--- src/rtl/fp_normalizer_pipe_if.sv ---
// Handshake bundle for fp_normalizer_pipe: input beat side and result side.
// Latency: none (wires only).
// Backpressure: in_ready/out_ready carried as plain valid/ready pairs.
// Ports (slave = normaliser view):
//   in_valid/in_ready/in_sub/significand/exponent_in   upstream beat
//   out_valid/out_ready/significand_out/exponent_out/neg_out/zero_out/uflow_out/shift_out   result
interface fp_normalizer_pipe_if #(
  parameter int SIGNIF_WIDTH = 25,
  parameter int EXP_WIDTH    = 8,
  parameter int SHIFT_WIDTH  = 5
);
  logic                    in_valid;
  logic                    in_ready;
  logic                    in_sub;
  logic [SIGNIF_WIDTH-1:0] significand;
  logic [EXP_WIDTH-1:0]    exponent_in;
  logic                    out_valid;
  logic                    out_ready;
  logic [SIGNIF_WIDTH-1:0] significand_out;
  logic [EXP_WIDTH-1:0]    exponent_out;
  logic                    neg_out;
  logic                    zero_out;
  logic                    uflow_out;
  logic [SHIFT_WIDTH-1:0]  shift_out;

  // Upstream producer / downstream consumer side.
  modport master (
    output in_valid, in_sub, significand, exponent_in, out_ready,
    input  in_ready, out_valid, significand_out, exponent_out,
           neg_out, zero_out, uflow_out, shift_out
  );

  // Normaliser side.
  modport slave (
    input  in_valid, in_sub, significand, exponent_in, out_ready,
    output in_ready, out_valid, significand_out, exponent_out,
           neg_out, zero_out, uflow_out, shift_out
  );
endinterface

--- src/rtl/fp_normalizer_pipe.sv ---
// Purpose: normalise a raw add/sub significand (magnitude recovery, generic LZC, clamped left shift).
// Latency: 2 cycles from accepted input to out_valid when not stalled; 1 beat/cycle throughput.
// Backpressure: full valid/ready; in_ready is combinational from out_ready, up to 2 beats held.
// Ports: clk, rst_n (async active-low); bus (slave modport of fp_normalizer_pipe_if).
// SHIFT_WIDTH must satisfy 2**SHIFT_WIDTH > SIGNIF_WIDTH so a full-width count fits.
module fp_normalizer_pipe #(
  parameter int SIGNIF_WIDTH = 25,
  parameter int EXP_WIDTH    = 8,
  parameter int SHIFT_WIDTH  = 5
) (
  input  logic                  clk,
  input  logic                  rst_n,
  fp_normalizer_pipe_if.slave   bus
);

  // Common width for the exponent-versus-count comparison and subtraction.
  localparam int CMP_W = (EXP_WIDTH > SHIFT_WIDTH) ? EXP_WIDTH : SHIFT_WIDTH;
  localparam logic [SIGNIF_WIDTH-1:0] ONE = {{(SIGNIF_WIDTH-1){1'b0}}, 1'b1};

  // Stage enables: a stage may load when empty or when its successor moves.
  logic w_en1, w_en2;

  // Stage 1 combinational results
  logic                    w_neg;
  logic [SIGNIF_WIDTH-1:0] w_mag;
  logic [SHIFT_WIDTH-1:0]  w_lzc;

  // Stage 1 registers
  logic                    r_v1;
  logic [SIGNIF_WIDTH-1:0] r_mag;
  logic [SHIFT_WIDTH-1:0]  r_lzc;
  logic [EXP_WIDTH-1:0]    r_exp1;
  logic                    r_neg1;

  // Stage 2 combinational results
  logic [CMP_W-1:0]        w_exp_ext;
  logic [CMP_W-1:0]        w_lzc_ext;
  logic                    w_zero;
  logic                    w_uflow;
  logic [SHIFT_WIDTH-1:0]  w_shift;
  logic [EXP_WIDTH-1:0]    w_exp2;
  logic [SIGNIF_WIDTH-1:0] w_sig2;

  // Stage 2 (output) registers
  logic                    r_v2;
  logic [SIGNIF_WIDTH-1:0] r_sig_o;
  logic [EXP_WIDTH-1:0]    r_exp_o;
  logic                    r_neg_o;
  logic                    r_zero_o;
  logic                    r_uflow_o;
  logic [SHIFT_WIDTH-1:0]  r_shift_o;

  assign w_en2 = !r_v2 || bus.out_ready;
  assign w_en1 = !r_v1 || w_en2;

  // Only a subtraction result with its top bit set is treated as negative.
  assign w_neg = bus.in_sub && bus.significand[SIGNIF_WIDTH-1];
  assign w_mag = w_neg ? (~bus.significand + ONE) : bus.significand;

  // Leading-zero count: the highest set bit wins because it is visited last.
  always_comb begin
    w_lzc = SHIFT_WIDTH'(SIGNIF_WIDTH);
    for (int i = 0; i < SIGNIF_WIDTH; i++) begin
      if (w_mag[i]) w_lzc = SHIFT_WIDTH'(SIGNIF_WIDTH - 1 - i);
    end
  end

  always_ff @(posedge clk or negedge rst_n) begin
    if (!rst_n) begin
      r_v1   <= 1'b0;
      r_mag  <= '0;
      r_lzc  <= '0;
      r_exp1 <= '0;
      r_neg1 <= 1'b0;
    end else begin
      if (w_en1) r_v1 <= bus.in_valid;
      if (w_en1 && bus.in_valid) begin
        r_mag  <= w_mag;
        r_lzc  <= w_lzc;
        r_exp1 <= bus.exponent_in;
        r_neg1 <= w_neg;
      end
    end
  end

  assign w_exp_ext = CMP_W'(r_exp1);
  assign w_lzc_ext = CMP_W'(r_lzc);

  // Shift by the full count if the exponent can absorb it; otherwise shift
  // only by the exponent and clamp it to zero (denormal result).
  always_comb begin
    w_zero  = (r_mag == '0);
    w_uflow = 1'b0;
    w_shift = '0;
    w_exp2  = '0;
    if (w_zero) begin
      w_uflow = 1'b0;
    end else if (w_exp_ext > w_lzc_ext) begin
      w_shift = r_lzc;
      w_exp2  = EXP_WIDTH'(w_exp_ext - w_lzc_ext);
    end else begin
      // exponent <= count <= SIGNIF_WIDTH here, so it fits the shift field.
      w_shift = SHIFT_WIDTH'(w_exp_ext);
      w_uflow = 1'b1;
    end
    w_sig2 = r_mag << w_shift;
  end

  always_ff @(posedge clk or negedge rst_n) begin
    if (!rst_n) begin
      r_v2      <= 1'b0;
      r_sig_o   <= '0;
      r_exp_o   <= '0;
      r_neg_o   <= 1'b0;
      r_zero_o  <= 1'b0;
      r_uflow_o <= 1'b0;
      r_shift_o <= '0;
    end else begin
      if (w_en2) r_v2 <= r_v1;
      if (w_en2 && r_v1) begin
        r_sig_o   <= w_sig2;
        r_exp_o   <= w_exp2;
        r_neg_o   <= r_neg1;
        r_zero_o  <= w_zero;
        r_uflow_o <= w_uflow;
        r_shift_o <= w_shift;
      end
    end
  end

  assign bus.in_ready        = w_en1;
  assign bus.out_valid       = r_v2;
  assign bus.significand_out = r_sig_o;
  assign bus.exponent_out    = r_exp_o;
  assign bus.neg_out         = r_neg_o;
  assign bus.zero_out        = r_zero_o;
  assign bus.uflow_out       = r_uflow_o;
  assign bus.shift_out       = r_shift_o;

endmodule
--- src/flat_wrapper.sv ---
// flat-port wrapper written by rule: the top's interface ports become plain ports
module fp_normalizer_pipe_flat 
#(
  parameter int SIGNIF_WIDTH = 25,
  parameter int EXP_WIDTH    = 8,
  parameter int SHIFT_WIDTH  = 5
)
  (clk, rst_n, bus_in_valid, bus_in_sub, bus_significand, bus_exponent_in, bus_out_ready, bus_in_ready, bus_out_valid, bus_significand_out, bus_exponent_out, bus_neg_out, bus_zero_out, bus_uflow_out, bus_shift_out);
  fp_normalizer_pipe_if #(.SIGNIF_WIDTH(SIGNIF_WIDTH), .EXP_WIDTH(EXP_WIDTH), .SHIFT_WIDTH(SHIFT_WIDTH)) bus_i ();
  input  logic clk;
  input  logic rst_n;
  input wire logic [$bits(bus_i.in_valid)-1:0] bus_in_valid;
  input wire logic [$bits(bus_i.in_sub)-1:0] bus_in_sub;
  input wire logic [$bits(bus_i.significand)-1:0] bus_significand;
  input wire logic [$bits(bus_i.exponent_in)-1:0] bus_exponent_in;
  input wire logic [$bits(bus_i.out_ready)-1:0] bus_out_ready;
  output wire logic [$bits(bus_i.in_ready)-1:0] bus_in_ready;
  output wire logic [$bits(bus_i.out_valid)-1:0] bus_out_valid;
  output wire logic [$bits(bus_i.significand_out)-1:0] bus_significand_out;
  output wire logic [$bits(bus_i.exponent_out)-1:0] bus_exponent_out;
  output wire logic [$bits(bus_i.neg_out)-1:0] bus_neg_out;
  output wire logic [$bits(bus_i.zero_out)-1:0] bus_zero_out;
  output wire logic [$bits(bus_i.uflow_out)-1:0] bus_uflow_out;
  output wire logic [$bits(bus_i.shift_out)-1:0] bus_shift_out;
  assign bus_i.in_valid = bus_in_valid;
  assign bus_i.in_sub = bus_in_sub;
  assign bus_i.significand = bus_significand;
  assign bus_i.exponent_in = bus_exponent_in;
  assign bus_i.out_ready = bus_out_ready;
  assign bus_in_ready = bus_i.in_ready;
  assign bus_out_valid = bus_i.out_valid;
  assign bus_significand_out = bus_i.significand_out;
  assign bus_exponent_out = bus_i.exponent_out;
  assign bus_neg_out = bus_i.neg_out;
  assign bus_zero_out = bus_i.zero_out;
  assign bus_uflow_out = bus_i.uflow_out;
  assign bus_shift_out = bus_i.shift_out;
  fp_normalizer_pipe #(.SIGNIF_WIDTH(SIGNIF_WIDTH), .EXP_WIDTH(EXP_WIDTH), .SHIFT_WIDTH(SHIFT_WIDTH)) u_core (.clk(clk), .rst_n(rst_n), .bus(bus_i));
endmodule
--- config.mk ---
export PLATFORM = sky130hd
export DESIGN_NAME = fp_normalizer_pipe_flat
export DESIGN_NICKNAME = d
export VERILOG_FILES = /design/src/rtl/fp_normalizer_pipe_if.sv /design/src/rtl/fp_normalizer_pipe.sv /design/src/flat_wrapper.sv
export SDC_FILE = /design/constraint.sdc
export NUM_CORES = 1
export LEC_CHECK = 0
export ABC_AREA = 1
export CAP_MARGIN = 15
export CORE_MARGIN = 3
export CORE_UTILIZATION = 35
export CTS_CLUSTER_SIZE = 25
export DETAILED_ROUTE_END_ITERATION = 10
export PLACE_DENSITY_LB_ADDON = 0.12
export SKIP_LAST_GASP = 1
export SLEW_MARGIN = 20
export SYNTH_ARGS = -nofsm -noshare
export SYNTH_HDL_FRONTEND = slang
export SYNTH_SLANG_ARGS = --single-unit
--- constraint.sdc ---
create_clock -name clk -period 5.75 [get_ports clk]
set_input_delay 0.8625 -clock clk [delete_from_list [all_inputs] [get_ports clk]]
set_output_delay 0.8625 -clock clk [all_outputs]
set_load 0.01 [all_outputs]
; ---- Yosys cells after proc, flatten, opt, wreduce, memory -nomap -nowiden
; Index checks and enable logic that the tools add are counted.
[op_classes]
add_sub_neg = 2
n_mul = 0
n_div = 0
magnitude_cmp = 1
eq_ne = 0
shift = 1
n_mux = 32
bitwise_logic = 1
reduce_logical = 8
[op_table]
columns = cell, count
row1 = $mux W5, 26
row2 = $add A25 B1 Y25 const B, 1
row3 = $logic_not A25 Y1, 1
row4 = $mux W25, 1
row5 = $not A25 Y25, 1
row6 = $shl A25 B5 Y25, 1
row7 = $mux W8, 2
row8 = $gt A8 B5 Y1, 1
row9 = $sub A8 B5 Y8, 1
row10 = $logic_and A1 B1 Y1, 3
row11 = $mux W1, 3
row12 = $logic_not A1 Y1, 2
row13 = $logic_or A1 B1 Y1, 2
[totals]
reg_bits = 82
latchBits = 0
ramBits = 0
romBits = 0
in_bits = 38
out_inout_bits = 43
elab_cells = 57
mem_count = 0

; ---- Longest topological paths before layout
[logic_depth]
word_depth = 28
ltp_mapped = 30
ltp_nobuf = 30

; ---- Worst setup path after synthesis
; OpenSTA, ideal clock, no wires.
[synth_timing]
kind = input-to-reg
start = input port bus_significand[0]
end = register u_core.r_lzc[2]
setup_ps = 130
arrival_time_ps = 2574
required_ps = 5620
setup_slack_ps = 3046
path_stages = 16
path_buffers = 0
cell_sequence = inv_1 > ha_1 > nand4_1 > nor2_1 > nand2_1 > clkinv_1 > nand4_1 > o21ai_2 > inv_2 > nor2_4 > a21oi_1 > xor2_1 > nor4_1 > nand2_1 > nand2_1 > o21ai_0
[synth_between]
elab_chain_len = 27
[synth_rtl]
columns = item, line
row1 = from (decl), flat_wrapper.sv:14  ; input wire logic [$bits(bus_i.significand)-1:0] bus_significand;
row2 = $not A25 Y25 (*), fp_normalizer_pipe.sv:58  ; assign w_mag = w_neg ? (~bus.significand + ONE) : bus.significand;
row3 = $add A25 B1 Y25 (*), fp_normalizer_pipe.sv:58
row4 = $mux W25 (*), fp_normalizer_pipe.sv:58
row5 = $mux W5 (23 in series), fp_normalizer_pipe.sv:64  ; if (w_mag[i]) w_lzc = SHIFT_WIDTH'(SIGNIF_WIDTH - 1 - i);
row6 = $mux W5 (*), fp_normalizer_pipe.sv:64
row7 = to (signal assigned), fp_normalizer_pipe.sv:79  ; r_lzc <= w_lzc;
row8 = to (decl), fp_normalizer_pipe.sv:31  ; logic [SHIFT_WIDTH-1:0] r_lzc;
; Mark *: on every way between the ends. The rest lies on a longest branch, timed or not.
; A chain may end at the register's enable or synchronous reset.

; ---- Worst setup path in the final report
[layout_timing]
start = register u_core.r_exp1[0]
end = register u_core.r_sig_o[15], in the netlist u_core.bus.significand_out[15]
[layout_between]
elab_chain_len = 4
[layout_rtl]
columns = item, line
row1 = from (decl), fp_normalizer_pipe.sv:32  ; logic [EXP_WIDTH-1:0] r_exp1;
row2 = from (signal assigned), fp_normalizer_pipe.sv:80  ; r_exp1 <= bus.exponent_in;
row3 = $gt A8 B5 Y1, fp_normalizer_pipe.sv:98  ; end else if (w_exp_ext > w_lzc_ext) begin
row4 = $mux W5 (*), fp_normalizer_pipe.sv:98
row5 = $mux W5 (*), fp_normalizer_pipe.sv:96  ; if (w_zero) begin
row6 = $shl A25 B5 Y25 (*), fp_normalizer_pipe.sv:106  ; w_sig2 = r_mag << w_shift;
row7 = to (signal assigned), fp_normalizer_pipe.sv:121  ; r_sig_o <= w_sig2;
row8 = to (decl), fp_normalizer_pipe.sv:46  ; logic [SIGNIF_WIDTH-1:0] r_sig_o;
; Marked as above.

==> flow_metrics.py <==
metrics = {
    "routing": {
        "vias_per_cell": 4.84,
        "route.final.wire_length_mm": 14.6,
        "initialDrtViolationCount": 339,
        "drt_drc_violations_left": 0,
        "routed_wire_length_per_instance_um": 14.0,
        "detail_route.first_pass.iterations": 5,
        "final_antenna_net_count": 0,
        "via_count": 5055,
    },
    "clocking": {
        "number_of_gates_given_a_new_drive_strength_after_cts": 0,
        "ctsLongestPathBuffers": 2,
        "htree_levels": 3,
        "cts_tree": "built",
        "post_cts.repair.setup_buffers": 0,
        "insertion_delay_ns": 0.34,
        "clock-sinks": 82,
        "clk_pin_slew_ns": 0.06,
        "cell_chosen_for_the_clock_root": "clkbuf_16",
        "hold_buffers": 0,
        "cts_buffers": 9,
    },
    "worst_setup_path": {
        "cp-startpoint": "u_core.r_exp1[0]$_DFFE_PN0P_",
        "worst_r2r_endpoint": "u_core.bus.significand_out[15]$_DFFE_PN0P_",
        "timing.critical_path.slowest_stage_cell": "nor3_4",
        "crit_chain": "inv_1, ha_1, inv_1, fa_1, a21oi_2, o2111ai_2, nand2_4, nor2_1, nor3_4, inv_2, or2_1, nand3_1, o211ai_1, nand2_1",
        "critPathLaunchType": "flop",
        "r2r_setup_slack_ns": 2.11,
        "reg2regPathDepth": 14,
        "worst_path_largest_cell_delay_ns": 0.74,
        "cpMostUsedCell": "inv_1",
        "cp_max_fo": 25,
        "worst-setup-path-type": "flop to flop",
        "setup.worst_path.end_class": "flop",
        "timing.rr.start": "u_core.r_exp1[0]$_DFFE_PN0P_",
        "critical_path.endpoint": "u_core.bus.significand_out[15]$_DFFE_PN0P_",
        "data_arrival_time_of_the_worst_path_ns": 3.91,
        "crit_required_ns": 6.02,
    },
    "logic_synthesis": {
        "synth_commonest_cells": "238 x nand2_1, 82 x dfrtp_1, 81 x inv_1",
        "synthesized_net_count": 814,
        "ys_types": 48,
        "number_of_enable_flip_flop_cells_after_synthesis": 0,
        "postSynthAreaPerCell_sq_um": 7.21,
        "synthCells": 769,
        "yosys_warnings": 0,
        "synthesis.area_sq_um": 5550,
        "synth.mux.area_fraction_pct": 0.361,
        "compound_cell_area_share_of_the_yosys_netlist_pct": 15.8,
        "synth_seq_area_share_pct": 37.0,
        "async_reset_ff_share_pct": 100,
        "post_synth_xor_area_fraction_pct": 2.80,
        "synth_simple_gate_area_share_pct": 32.1,
        "post-synth-top-area-cell": "dfrtp_1",
        "synth_largest_type_area_fraction_pct": 37.0,
        "yosys.cell_count.top_type": "nand2_1",
        "synth-adder-area-share_pct": 1.71,
        "leading_register_cell_type_out_of_synthesis": "dfrtp_1",
        "flops_latches_synth": 82,
        "netlist_top_cells_area": "dfrtp_1 37%, nand2_1 16%, nand3_1 6.9%",
        "main_combinational_cell_family_by_area_after_synthesis": "simple AND/OR/NAND/NOR gates",
    },
    "place": {
        "global_placer_s_final_weighted_congestion": 0.880,
        "placement.io_buffers": 80,
        "detail_placement_hpwl_mm": 11.3,
        "numPlacedInstances": 1029,
        "pre_cts_ws_ns": 2.11,
    },
    "die": {
        "fp.dieH_um": 132,
        "horizontal_die_dimension_um": 132,
        "row_count": 45,
        "die_area_sq_um": 17400,
        "floorplan.io_pins": 81,
        "floorplan.core_area_sq_um": 15400,
        "starting_density_pct": 36.1,
    },
    "power": {
        "seqPwrFrac_pct": 32.3,
        "cellPowerDensity_nw_per_um2": 390,
        "cellInternalPower_mw": 1.63,
        "pwr-share-clk_pct": 22.9,
        "share_comb_of_total_power_pct": 44.7,
        "p_total_mw": 2.63,
        "power.ir.vdd_worst_uv": 174,
        "sw_frac_of_total_pct": 37.9,
        "total_switching_power_mw": 0.998,
        "leakagePower_nw": 3.16,
    },
    "timing": {
        "timing.final.max_slew_violations": 0,
        "timing.final.setup_violations": 0,
        "setup_repair_after_global_routing_missed_its_margin": "false",
        "timing.final.crit_period_ns": 3.64,
        "max_freq_ghz": 0.275,
        "max-slew-margin-rel_pct": 39.3,
        "timing.final.crit_share_pct": 63.2,
        "hold_viol_final": 0,
        "timing_worst_slew_pin_value_ns": 0.908,
        "final_setup_skew_ns": 0.00793,
        "setup_tns_ns": 0,
        "finalWorstSetupSlack_ns": 2.11,
    },
    "flow_run": {
        "cap_viol_max_count": 0,
    },
    "worst_hold_path": {
        "holdCritPathClass": "flop to flop",
        "hold_path_startpoint": "u_core.bus.significand_out[11]$_DFFE_PN0P_",
    },
    "global_routing": {
        "gr-total-overflow": 0,
        "grt_pass1_vias": 4852,
        "initial_antenna_violation_count": 0,
        "grt_pass1_wl_mm": 25.2,
        "maximum_number_of_pins_on_one_net_before_global_route_repair": 83,
        "globalRouteTotalUtil_pct": 17.6,
    },
    "finish": {
        "final_layout_size_suffix_gt1_share_pct": 7.91,
        "number_of_diodes_added_for_antenna_fixing": 0,
        "area_delta_synth_final_pct": 21.6,
        "finalNetCount": 874,
        "layout.cells.non_filler": 1045,
        "fill_cells": 1606,
    },
    "outcome": {
        "status": "complete, no violations",
    },
}
[cell usage in the layout (no fill, tap or decap), types with 11 or more instances in the layout]
cell             instances
a21oi_1                 13
clkdlybuf4s50_1         79
dfrtp_1                 82
inv_1                   81
nand2_1                238
nand3_1                 76
nor2_1                  31
o211ai_1                25
o21ai_0                 52
o21ai_1                 24
xor2_1                  11
[flip-flops by register name (all words and copies together) (netlist names), 5 cells and up]
register,flops
u_core.bus.significand_out,25
u_core.bus.shift_out,5
u_core.r_exp1,8
u_core.r_mag,25
u_core.bus.exponent_out,8
u_core.r_lzc,5
[worst min-delay path by stage]
stage,to,depth (start not counted)
global placement,u_core.bus.significand_out[14]$_DFFE_PN0P_,2
floorplan,u_core.bus.neg_out$_DFFE_PN0P_,2
global route,u_core.bus.significand_out[11]$_DFFE_PN0P_,2
finish,u_core.bus.significand_out[11]$_DFFE_PN0P_,2
detailed placement,u_core.bus.significand_out[11]$_DFFE_PN0P_,2
CTS,u_core.bus.significand_out[11]$_DFFE_PN0P_,2
[final cells by class]
type                            instances  area [sq um]  area share [%]
Multi-Input combinational cell        560          2940            43.5
Tap cell                              211           264            3.91
Clock inverter                          1          30.0           0.445
Inverter                               93           352            5.21
Sequential cell                        82          2050            30.4
Timing Repair Buffer                   83           825            12.2
Clock buffer                           15           288            4.27
[power groups by stage]
stage	Clock [mW]	Combinational [mW]	Sequential, mW
detailed placement	0	1.18	0.864
global placement	0	1.17	0.860
floorplan	0	0.696	0.898
CTS	0.619	1.19	0.855
finish	0.604	1.18	0.851
global route	0.647	1.32	0.878
[kinds of logic (layout without fill, tap and decap cells)]
logic type,count (synthesis),in the layout
AO/OA/AOI/OAI,142,142
XOR/XNOR,16,16
adder cells (fa/ha/maj),7,7
buffers and inverters,127,192
flip-flops,82,82
multiplexers,2,2
AND/OR/NAND/NOR,393,393
[worst max-delay path, delay by kind of cell (launching register included)]
kind	cells	cell delay (ns)
AND/OR/NAND/NOR	6	1.51
flip-flops	1	0.35
buffers and inverters	3	0.57
adder cells (fa/ha/maj)	2	0.58
AO/OA/AOI/OAI	3	0.53
[routing by layer]
layer | routed length, um | global-route usage, %
met4 | 181 | 4.84
met1 | 7500 | 25.5
met5 | 0 | 0
met3 | 433 | 3.13
met2 | 6480 | 27.0
[through the flow]
step           hold slack (ns)  area [sq um]  utilization (%)
2_1_floorplan            0.442          5550                -
3_3_place_gp             0.473          6420             41.8
3_5_place_dp             0.469          6420             41.8
4_1_cts                  0.484          6740             43.9
5_1_grt                  0.498          6750             43.9
6_report                 0.480          6750             43.9
Power figures use the tool's default switching activity.
